### config.mk
export PLATFORM = sky130hd
export DESIGN_NAME = fp16_norm_arbiter
export DESIGN_NICKNAME = d
export VERILOG_FILES = /design/src/rtl/fp16_norm_arbiter.sv
export SDC_FILE = /design/constraint.sdc
export NUM_CORES = 1
export LEC_CHECK = 0
export BUFFER_PORTS_ARGS = -buffer_cell sky130_fd_sc_hd__buf_2
export CAP_MARGIN = 20
export CORE_ASPECT_RATIO = 1.1
export CORE_MARGIN = 2
export CORE_UTILIZATION = 40
export DETAILED_ROUTE_END_ITERATION = 12
export PLACE_DENSITY = 0.66
export SETUP_SLACK_MARGIN = 0.1
export SLEW_MARGIN = 20
export SYNTH_ARGS = -nofsm -noshare
export SYNTH_HDL_FRONTEND = slang
export SYNTH_SLANG_ARGS = --single-unit
### constraint.sdc
create_clock -name clk -period 4.21 [get_ports clk]
set_clock_uncertainty 0.05 [all_clocks]
set_input_delay 0.421 -clock clk [delete_from_list [all_inputs] [get_ports clk]]
set_output_delay 0.421 -clock clk [all_outputs]
set_load 0.02 [all_outputs]
### src/rtl/fp16_norm_arbiter.sv
// fp16_norm_arbiter: round-robin share of one FP16 normalizer between NREQ
// arithmetic front ends, wrapped in a two-stage valid/ready pipeline.

package fp16Pkg;
    // Expanded operand from the arithmetic cores. Binary point sits between
    // sig[12] and sig[11]; sig[13] is a carry-out bit, sig[1:0] are extra
    // precision below the 10-bit fraction. exp is biased (bias 15), unclamped.
    typedef struct packed {
        logic        sign;
        logic [6:0]  exp;
        logic [13:0] sig;
    } FP16X;

    // Normalized result handed to the rounding unit: fp16 fields plus
    // guard and sticky bits.
    typedef struct packed {
        logic        sign;
        logic [4:0]  exp;
        logic [9:0]  frac;
        logic [1:0]  grs;
    } FP16N;

    localparam int XW = $bits(FP16X);
    localparam int NW = $bits(FP16N);
endpackage

// Combinational normalizer: moves the leading one to sig[12], adjusts the
// exponent, flushes results below the normal range and saturates overflow
// to infinity.
module fpNormalize16Combo (
    input  fp16Pkg::FP16X x_i,
    input  logic          under_i,
    output fp16Pkg::FP16N o,
    output logic          under_o,
    output logic          inexact_o
);
    logic [3:0]        w_lz;
    logic [12:0]       w_m;
    logic              w_st;
    logic signed [8:0] w_ne;

    // leading-zero count of sig[12:0]; the highest set bit wins
    always_comb begin
        w_lz = 4'd0;
        for (int i = 0; i <= 12; i++)
            if (x_i.sig[i]) w_lz = 4'(12 - i);
    end

    // align mantissa so the leading one lands on bit 12, track exponent
    always_comb begin
        if (x_i.sig[13]) begin
            w_m  = x_i.sig[13:1];
            w_st = x_i.sig[0];
            w_ne = $signed({2'b00, x_i.exp}) + 9'sd1;
        end else begin
            w_m  = x_i.sig[12:0] << w_lz;
            w_st = 1'b0;
            w_ne = $signed({2'b00, x_i.exp}) - $signed({5'b00000, w_lz});
        end
    end

    // classify: zero (no leading one), flush, overflow, normal
    always_comb begin
        o         = '0;
        o.sign    = x_i.sign;
        under_o   = under_i;
        inexact_o = 1'b0;
        if (!w_m[12]) begin
            // exact signed zero
        end else if (w_ne <= 9'sd0) begin
            under_o   = 1'b1;
            inexact_o = 1'b1;
        end else if (w_ne >= 9'sd31) begin
            o.exp     = 5'd31;
            inexact_o = 1'b1;
        end else begin
            o.exp     = w_ne[4:0];
            o.frac    = w_m[11:2];
            o.grs     = {w_m[1], w_m[0] | w_st};
            inexact_o = w_m[1] | w_m[0] | w_st;
        end
    end
endmodule

module fp16_norm_arbiter #(
    parameter  int NREQ = 4,
    parameter  int TAGW = 4,
    localparam int IDW  = $clog2(NREQ)
) (
    input  logic                               clk,
    input  logic                               rst_n,
    input  logic                               ce,
    input  logic [NREQ-1:0]                    req_valid,
    output logic [NREQ-1:0]                    req_ready,
    input  logic [NREQ-1:0][fp16Pkg::XW-1:0]   req_x,
    input  logic [NREQ-1:0]                    req_under,
    input  logic [NREQ-1:0][TAGW-1:0]          req_tag,
    output logic                               out_valid,
    input  logic                               out_ready,
    output logic [fp16Pkg::NW-1:0]             out_o,
    output logic                               out_under,
    output logic                               out_inexact,
    output logic [IDW-1:0]                     out_id,
    output logic [TAGW-1:0]                    out_tag,
    output logic                               busy
);
    // S1 state
    logic                r_v1;
    fp16Pkg::FP16X       r_x1;
    logic                r_under1;
    logic [IDW-1:0]      r_id1;
    logic [TAGW-1:0]     r_tag1;
    // S2 state
    logic                r_v2;
    fp16Pkg::FP16N       r_o2;
    logic                r_under2;
    logic                r_inexact2;
    logic [IDW-1:0]      r_id2;
    logic [TAGW-1:0]     r_tag2;
    // arbitration
    logic [IDW-1:0]      r_last;
    logic                w_any;
    logic [IDW-1:0]      w_cand;
    logic                w_adv1;
    logic                w_adv2;
    logic                w_take;
    fp16Pkg::FP16N       w_norm_o;
    logic                w_norm_under;
    logic                w_norm_inexact;

    // (last + k) mod NREQ without a divider; last + k < 2*NREQ always
    function automatic logic [IDW-1:0] rr_idx(input logic [IDW-1:0] last, input int k);
        int s;
        s = int'(last) + k;
        if (s >= NREQ) s = s - NREQ;
        return IDW'(s);
    endfunction

    assign w_adv2 = ce & r_v1 & (~r_v2 | out_ready);
    assign w_adv1 = ce & (~r_v1 | w_adv2);
    // rst_n gate keeps req_ready quiet while reset is held
    assign w_take = w_adv1 & w_any & rst_n;

    // round-robin search starting just after the last winner; iterating from
    // the far end lets the nearest valid requester overwrite the others
    always_comb begin
        w_any  = 1'b0;
        w_cand = '0;
        for (int k = NREQ; k >= 1; k--) begin
            if (req_valid[rr_idx(r_last, k)]) begin
                w_any  = 1'b1;
                w_cand = rr_idx(r_last, k);
            end
        end
    end

    // one-hot grant to the candidate when S1 can take a new operand
    always_comb begin
        req_ready = '0;
        if (w_take) req_ready[w_cand] = 1'b1;
    end

    fpNormalize16Combo u_norm (
        .x_i       (r_x1),
        .under_i   (r_under1),
        .o         (w_norm_o),
        .under_o   (w_norm_under),
        .inexact_o (w_norm_inexact)
    );

    // S1: capture the winning request, advance the round-robin pointer
    always_ff @(posedge clk or negedge rst_n) begin
        if (!rst_n) begin
            r_v1     <= 1'b0;
            r_x1     <= '0;
            r_under1 <= 1'b0;
            r_id1    <= '0;
            r_tag1   <= '0;
            r_last   <= IDW'(NREQ - 1);
        end else if (w_adv1) begin
            r_v1 <= w_any;
            if (w_any) begin
                r_x1     <= req_x[w_cand];
                r_under1 <= req_under[w_cand];
                r_id1    <= w_cand;
                r_tag1   <= req_tag[w_cand];
                r_last   <= w_cand;
            end
        end
    end

    // S2: register normalizer results; hold while the consumer stalls
    always_ff @(posedge clk or negedge rst_n) begin
        if (!rst_n) begin
            r_v2       <= 1'b0;
            r_o2       <= '0;
            r_under2   <= 1'b0;
            r_inexact2 <= 1'b0;
            r_id2      <= '0;
            r_tag2     <= '0;
        end else if (ce) begin
            if (w_adv2) begin
                r_v2       <= 1'b1;
                r_o2       <= w_norm_o;
                r_under2   <= w_norm_under;
                r_inexact2 <= w_norm_inexact;
                r_id2      <= r_id1;
                r_tag2     <= r_tag1;
            end else if (out_ready) begin
                r_v2 <= 1'b0;
            end
        end
    end

    assign out_valid   = r_v2;
    assign out_o       = r_o2;
    assign out_under   = r_under2;
    assign out_inexact = r_inexact2;
    assign out_id      = r_id2;
    assign out_tag     = r_tag2;
    assign busy        = r_v1 | r_v2;
endmodule

# After elaboration in Yosys (flattened, before gate mapping)
# Index checks and enable logic that the tools add are counted.
dict set report classes {
  n_bitwise 13
  mux 56
  order_cmp 12
  reduce_logical 5
  n_addsub 10
  shift 1
}
# operator n
set op_table {}
lappend op_table {{2-to-1 mux 4 bit} 15}
lappend op_table {{binary-select mux 22 bit (select 2 bit)} 1}
lappend op_table {{2-to-1 mux 17 bit} 2}
lappend op_table {{2-to-1 mux 22 bit} 1}
lappend op_table {{2-to-1 mux 1 bit} 18}
lappend op_table {{2-to-1 mux 2 bit} 8}
lappend op_table {{< comparator 2 x 3 -> 1 bit (second input constant)} 5}
lappend op_table {{2-to-1 mux 13 bit} 1}
lappend op_table {{left shift 13 x 4 -> 13 bit} 1}
lappend op_table {{2-to-1 mux 12 bit} 1}
lappend op_table {{binary-select mux 1 bit (select 2 bit)} 5}
lappend op_table {{greater-or-equal comparator 3 bit (second input constant)} 3}
lappend op_table {{greater-or-equal comparator 9 x 6 -> 1 bit (second input constant)} 1}
lappend op_table {{<= comparator 9 x 1 -> 1 bit (second input constant)} 1}
lappend op_table {{2-to-1 mux 9 bit} 1}
lappend op_table {{adder 7 x 1 -> 8 bit (second input constant)} 1}
lappend op_table {{binary-select mux 4 bit (select 2 bit)} 1}
lappend op_table {{subtractor 2 x 1 -> 2 bit (second input constant)} 4}
lappend op_table {{subtractor 7 x 4 -> 8 bit} 1}
lappend op_table {{adder 2 x 2 -> 3 bit (second input constant)} 2}
lappend op_table {{OR 1 bit} 6}
lappend op_table {{AND reduction 2 bit} 3}
lappend op_table {{bitwise AND 1 bit} 5}
lappend op_table {{2-to-1 mux 5 bit} 1}
lappend op_table {{8 further kinds} 9}
dict set report totals {
  out_inout_bits 32
  in_bits 116
  register_bits 59
}

# Logic depth before layout (Yosys ltp)
dict set report depth {
  ltp_word 20
  mapped_depth 14
  depth_no_buf 13
}

# Cells and area by module
# From an unflattened synthesis, not the netlist that was laid out.
dict set report hier_totals {
  hier_cells 477
  hier_area_um2 4707.0
}
# mod cells_per_inst area_per_inst_um2 seq_area_each_um2 n_inst
set modules_own_cells {}
lappend modules_own_cells {fp16_norm_arbiter 262 3181.8 1478.9 1}
lappend modules_own_cells {fpNormalize16Combo 215 1525.2 0.0 1}

# Least setup slack after synthesis
# No wires, ideal clock.
dict set report synth_path {
  path_kind {reg2reg}
  from {register r_x1[9] (netlist name)}
  to {register r_o2, in the netlist out_o[10]}
  setup_time_ns 0.104
  slack_ns 0.734
  t_arrival_ns 3.323
  stages_incl_launch_ff 12
  period_less_slack_ns 3.476
  t_required_ns 4.056
  path_cell_list {dfrtp_1 or4_1 a211o_1 buf_6 ha_1 or3_4 and2_0 a2111o_1 mux2i_4 and3b_4 nand2_4 o41ai_2}
}
dict set report synth_via {
  elab_chain_cells 10
  word_cells_on_any_way 13
  cone_classes {add/sub: 1; order compare: 2; shift: 1; mux: 9}
}
# item line_no
set synth_lines {}
lappend synth_lines {{start, declared} 109} ;# fp16Pkg::FP16X r_x1;
lappend synth_lines {{start signal, assigned} 183} ;# r_x1 <= req_x[w_cand];
lappend synth_lines {{2-to-1 mux 4 bit (4 in a row)} 46} ;# if (x_i.sig[i]) w_lz = 4'(12 - i);
lappend synth_lines {{subtractor 7 x 4 -> 8 bit} 58} ;# w_ne = $signed({2'b00, x_i.exp}) - $signed({5'b00000, w_lz});
lappend synth_lines {{2-to-1 mux 9 bit} 51} ;# if (x_i.sig[13]) begin
lappend synth_lines {{greater-or-equal comparator 9 x 6 -> 1 bit} 73} ;# end else if (w_ne >= 9'sd31) begin
lappend synth_lines {{2-to-1 mux 12 bit} 73}
lappend synth_lines {{2-to-1 mux 17 bit} 70} ;# end else if (w_ne <= 9'sd0) begin
lappend synth_lines {{2-to-1 mux 17 bit *} 68} ;# if (!w_m[12]) begin
lappend synth_lines {{end signal, assigned} 204} ;# r_o2 <= w_norm_o;
lappend synth_lines {{end, declared} 115} ;# fp16Pkg::FP16N r_o2;
# Every way passes the cells marked *; elsewhere a longest branch is shown, timed or not.
# A chain may end at the register's enable or synchronous reset.

# Final worst setup path
# Same ends and word-level chain as after synthesis.

==> qor.yml <==
port_buffers: 147
synth_enable_flop_cells: 0
coreArea_um2: 10400
p_per_area_nw_per_um2: 755
worstReg2RegStart: "r_x1[9]"
synth_area_leaders: "dfrtp_1, nand2_1, a211oi_1, a311oi_1, a21o_1"
slew_violations: 0
crit_fanout: 10
yosysTopAreaCellShare: 0.332
synth_area_leader_cell: "dfrtp_1"
setup_violations: 0
outcome: "finished, final reports clean"
clock_latency_ps: 330
clock-root-buffer: "clkbuf_16"
diodes: 0
io-pin-count: 148
crit_arrival_ps: 3930
grt_start_max_net_pins: 58
ys_warn_count: 0
synth_xor_area_frac: 0.0102
cts_tree: "done"
die_h_um: 113
drc_errors: 0
critical_path_class: "reg -> reg"
timing.final.crit_share: 0.893
synth_compound_area_frac: 0.305
pre_cts_ws_ps: 371
h-tree-depth: 3
layout_setup_ws_ps: 452
area_growth_pct: 28.8
ant_nets: 0
endpoint: "out_o[10]"
cp-end-kind: "flop"
die_w_um: 103
grt_usage: 0.232
synth-seq-area-share: 0.344
rr_worst_depth: 10
cts_buffer_depth: 2
dpl.hpwl_um: 9960
hp-class: "in -> reg"
drt_iter0_drc: 269
path_cells: "or4_1 > a211o_1 > ha_1 > or3_4 > and2_0 > a2111o_1 > mux2i_4 > and3b_4 > nand2_4 > o41ai_2"
worstMarginPinSlew_ps: 965
rsz0062_at_grt: "false"
synth_area_um2: 4300
rows: 39
finalCriticalPeriod_ps: 3760
synthCells: 519
yosys.area_share.simple: 0.223
cpPeakStageDelay_ps: 630
ys.flop_type: "dfrtp_1"
vdd_drop_max_mv: 0.250
dieArea_um2: 11600
timing.rr.end: "out_o[10]"
fin_cells: 801
synthArstFlopShare: 1.00
cts.sinks: 59
vias: 4486
maxSlewHeadroom: 0.357
start_util: 0.412
fin_hold_ws_ps: 346
nNetsFinal: 775
grt_pass1_vias: 4308
firstDrtPassIters: 5
via_per_inst: 5.60
synth-adder-area-share: 0.0192
maxCapViolations: 0
synth_mux_area_frac: 0.0515
finalWirelength_um: 13000
netlist_top_cells_count: "nand2_1, dfrtp_1, a211oi_1, nor2_1, clkbuf_1"
cts_buffers: 9
power_mw: 4.18
r2r_setup_slack_ps: 450
syn_area_per_cell_um2: 8.29
dp.cells: 782
synth_seq_cells: 59
worstSetupStartpointType: "flop"
fmax_mhz: 266
crit_start: "r_x1[9]"
synth_cell_types: 73
detail_route.wl_per_cell_um: 16.2
clk_pin_slew_ps: 50
leakage_nw: 2.66
grt_overflow_total: 0
grt_first_pass_wirelength_um: 21300
drive_gt1_frac: 0.307
synth_top_family_by_area: "compound AO/OA/AOI/OAI gates"
gp_congestion: 0.931
finalSetupTns_ps: 0
synth_fp_nets: 641
critPathSlowestCell: "or4_1"
synth.most_common_cell: "nand2_1"
grt_antenna_before_repair: 0
hold_viol_final: 0
crit_required_ps: 4380
[state kept, by name, summed over array words and instances, names as in the netlist, 2 cells and up]
name and flops:
out_id 2, r_x1 22, out_tag 4, r_tag1 4, out_o 18, r_id1 2, r_last 2
[worst min-delay path by stage]
stage	from	end	slack, ps	cells past startpoint
2_1_floorplan	rst_n	out_id[0]	80	0
3_3_place_gp	rst_n	r_tag1[2]	200	1
3_5_place_dp	rst_n	r_tag1[2]	200	1
4_1_cts	ce	out_valid	350	2
5_1_grt	ce	out_valid	360	2
6_report	ce	out_valid	350	2
[critical path, delay by kind of cell, from the launching register on]
kind | cells | cell delay, ps
mux | 1 | 190
fa+ha+maj | 1 | 250
compound gates | 3 | 1150
flops | 1 | 440
simple gates | 5 | 1580
[final cells by class]
cell class | instances | area [um2]
Inverter | 12 | 45.0
Clock inverter | 4 | 47.5
Tap cell | 143 | 179
Clock buffer | 12 | 267
Timing Repair Buffer | 159 | 861
Multi-Input combinational cell | 412 | 2660
Fill cell | 1042 | 4900
Sequential cell | 59 | 1480
[power breakdown]
part	switching [mW]	internal [mW]	total, mW
sequential	0.256	0.805	1.06
clock	0.247	0.503	0.750
combinational	1.42	0.944	2.37
total	1.93	2.25	4.18
[stage by stage]
step	area [um2]	utilization
floorplan	4300	-
global placement	5160	0.494
detailed placement	5160	0.494
CTS	5480	0.525
global route	5540	0.530
finish	5540	0.530
[routing by layer]
metal / GRT usage / part of all wire / vias to the layer above
met2: 0.362 / 0.46 / 185
met3: 0.0476 / 0.067 / 27
met5: 0 / 0 / -
met4: 0.0842 / 0.024 / 0
met1: 0.317 / 0.45 / 2088
li1: - / - / 2186
[placed cells by master (no fill, tap or decap), types with 3 or more instances in the layout]
master       n
nor3_1       5
a221oi_1     6
o21ai_0     25
a31oi_1      3
dfrtp_1     57
o211ai_1     3
a311o_1      7
ha_1         5
buf_2      147
and2_0       6
o31ai_1      5
clkbuf_16    9
nor2_1      33
xor2_1       3
mux2i_1     12
clkbuf_8     3
buf_4        9
nand2b_1     8
inv_1       11
a211oi_1    33
nand3_1      8
a21oi_1     17
nand2_1     96
and2_1      23
a21o_1      23
a22oi_1      6
a311oi_1    20
mux2_2       7
nor2b_1      3
[timing repair]
action | 4_1_cts | 5_1_grt
endpoints found under the hold margin | 4 | 0
hold buffers | 1 | 0
gates resized for setup | 0 | 2
buffers inserted | 0 | 0
endpoints found under the setup margin | 0 | 12
[cell families after synthesis]
kind of cell    after synthesis
flops                        59
mux                          20
buf+inv                      48
xor+xnor                      5
fa+ha+maj                     6
compound gates              178
simple gates                203
No activity file was read; power rests on OpenSTA's default activity.
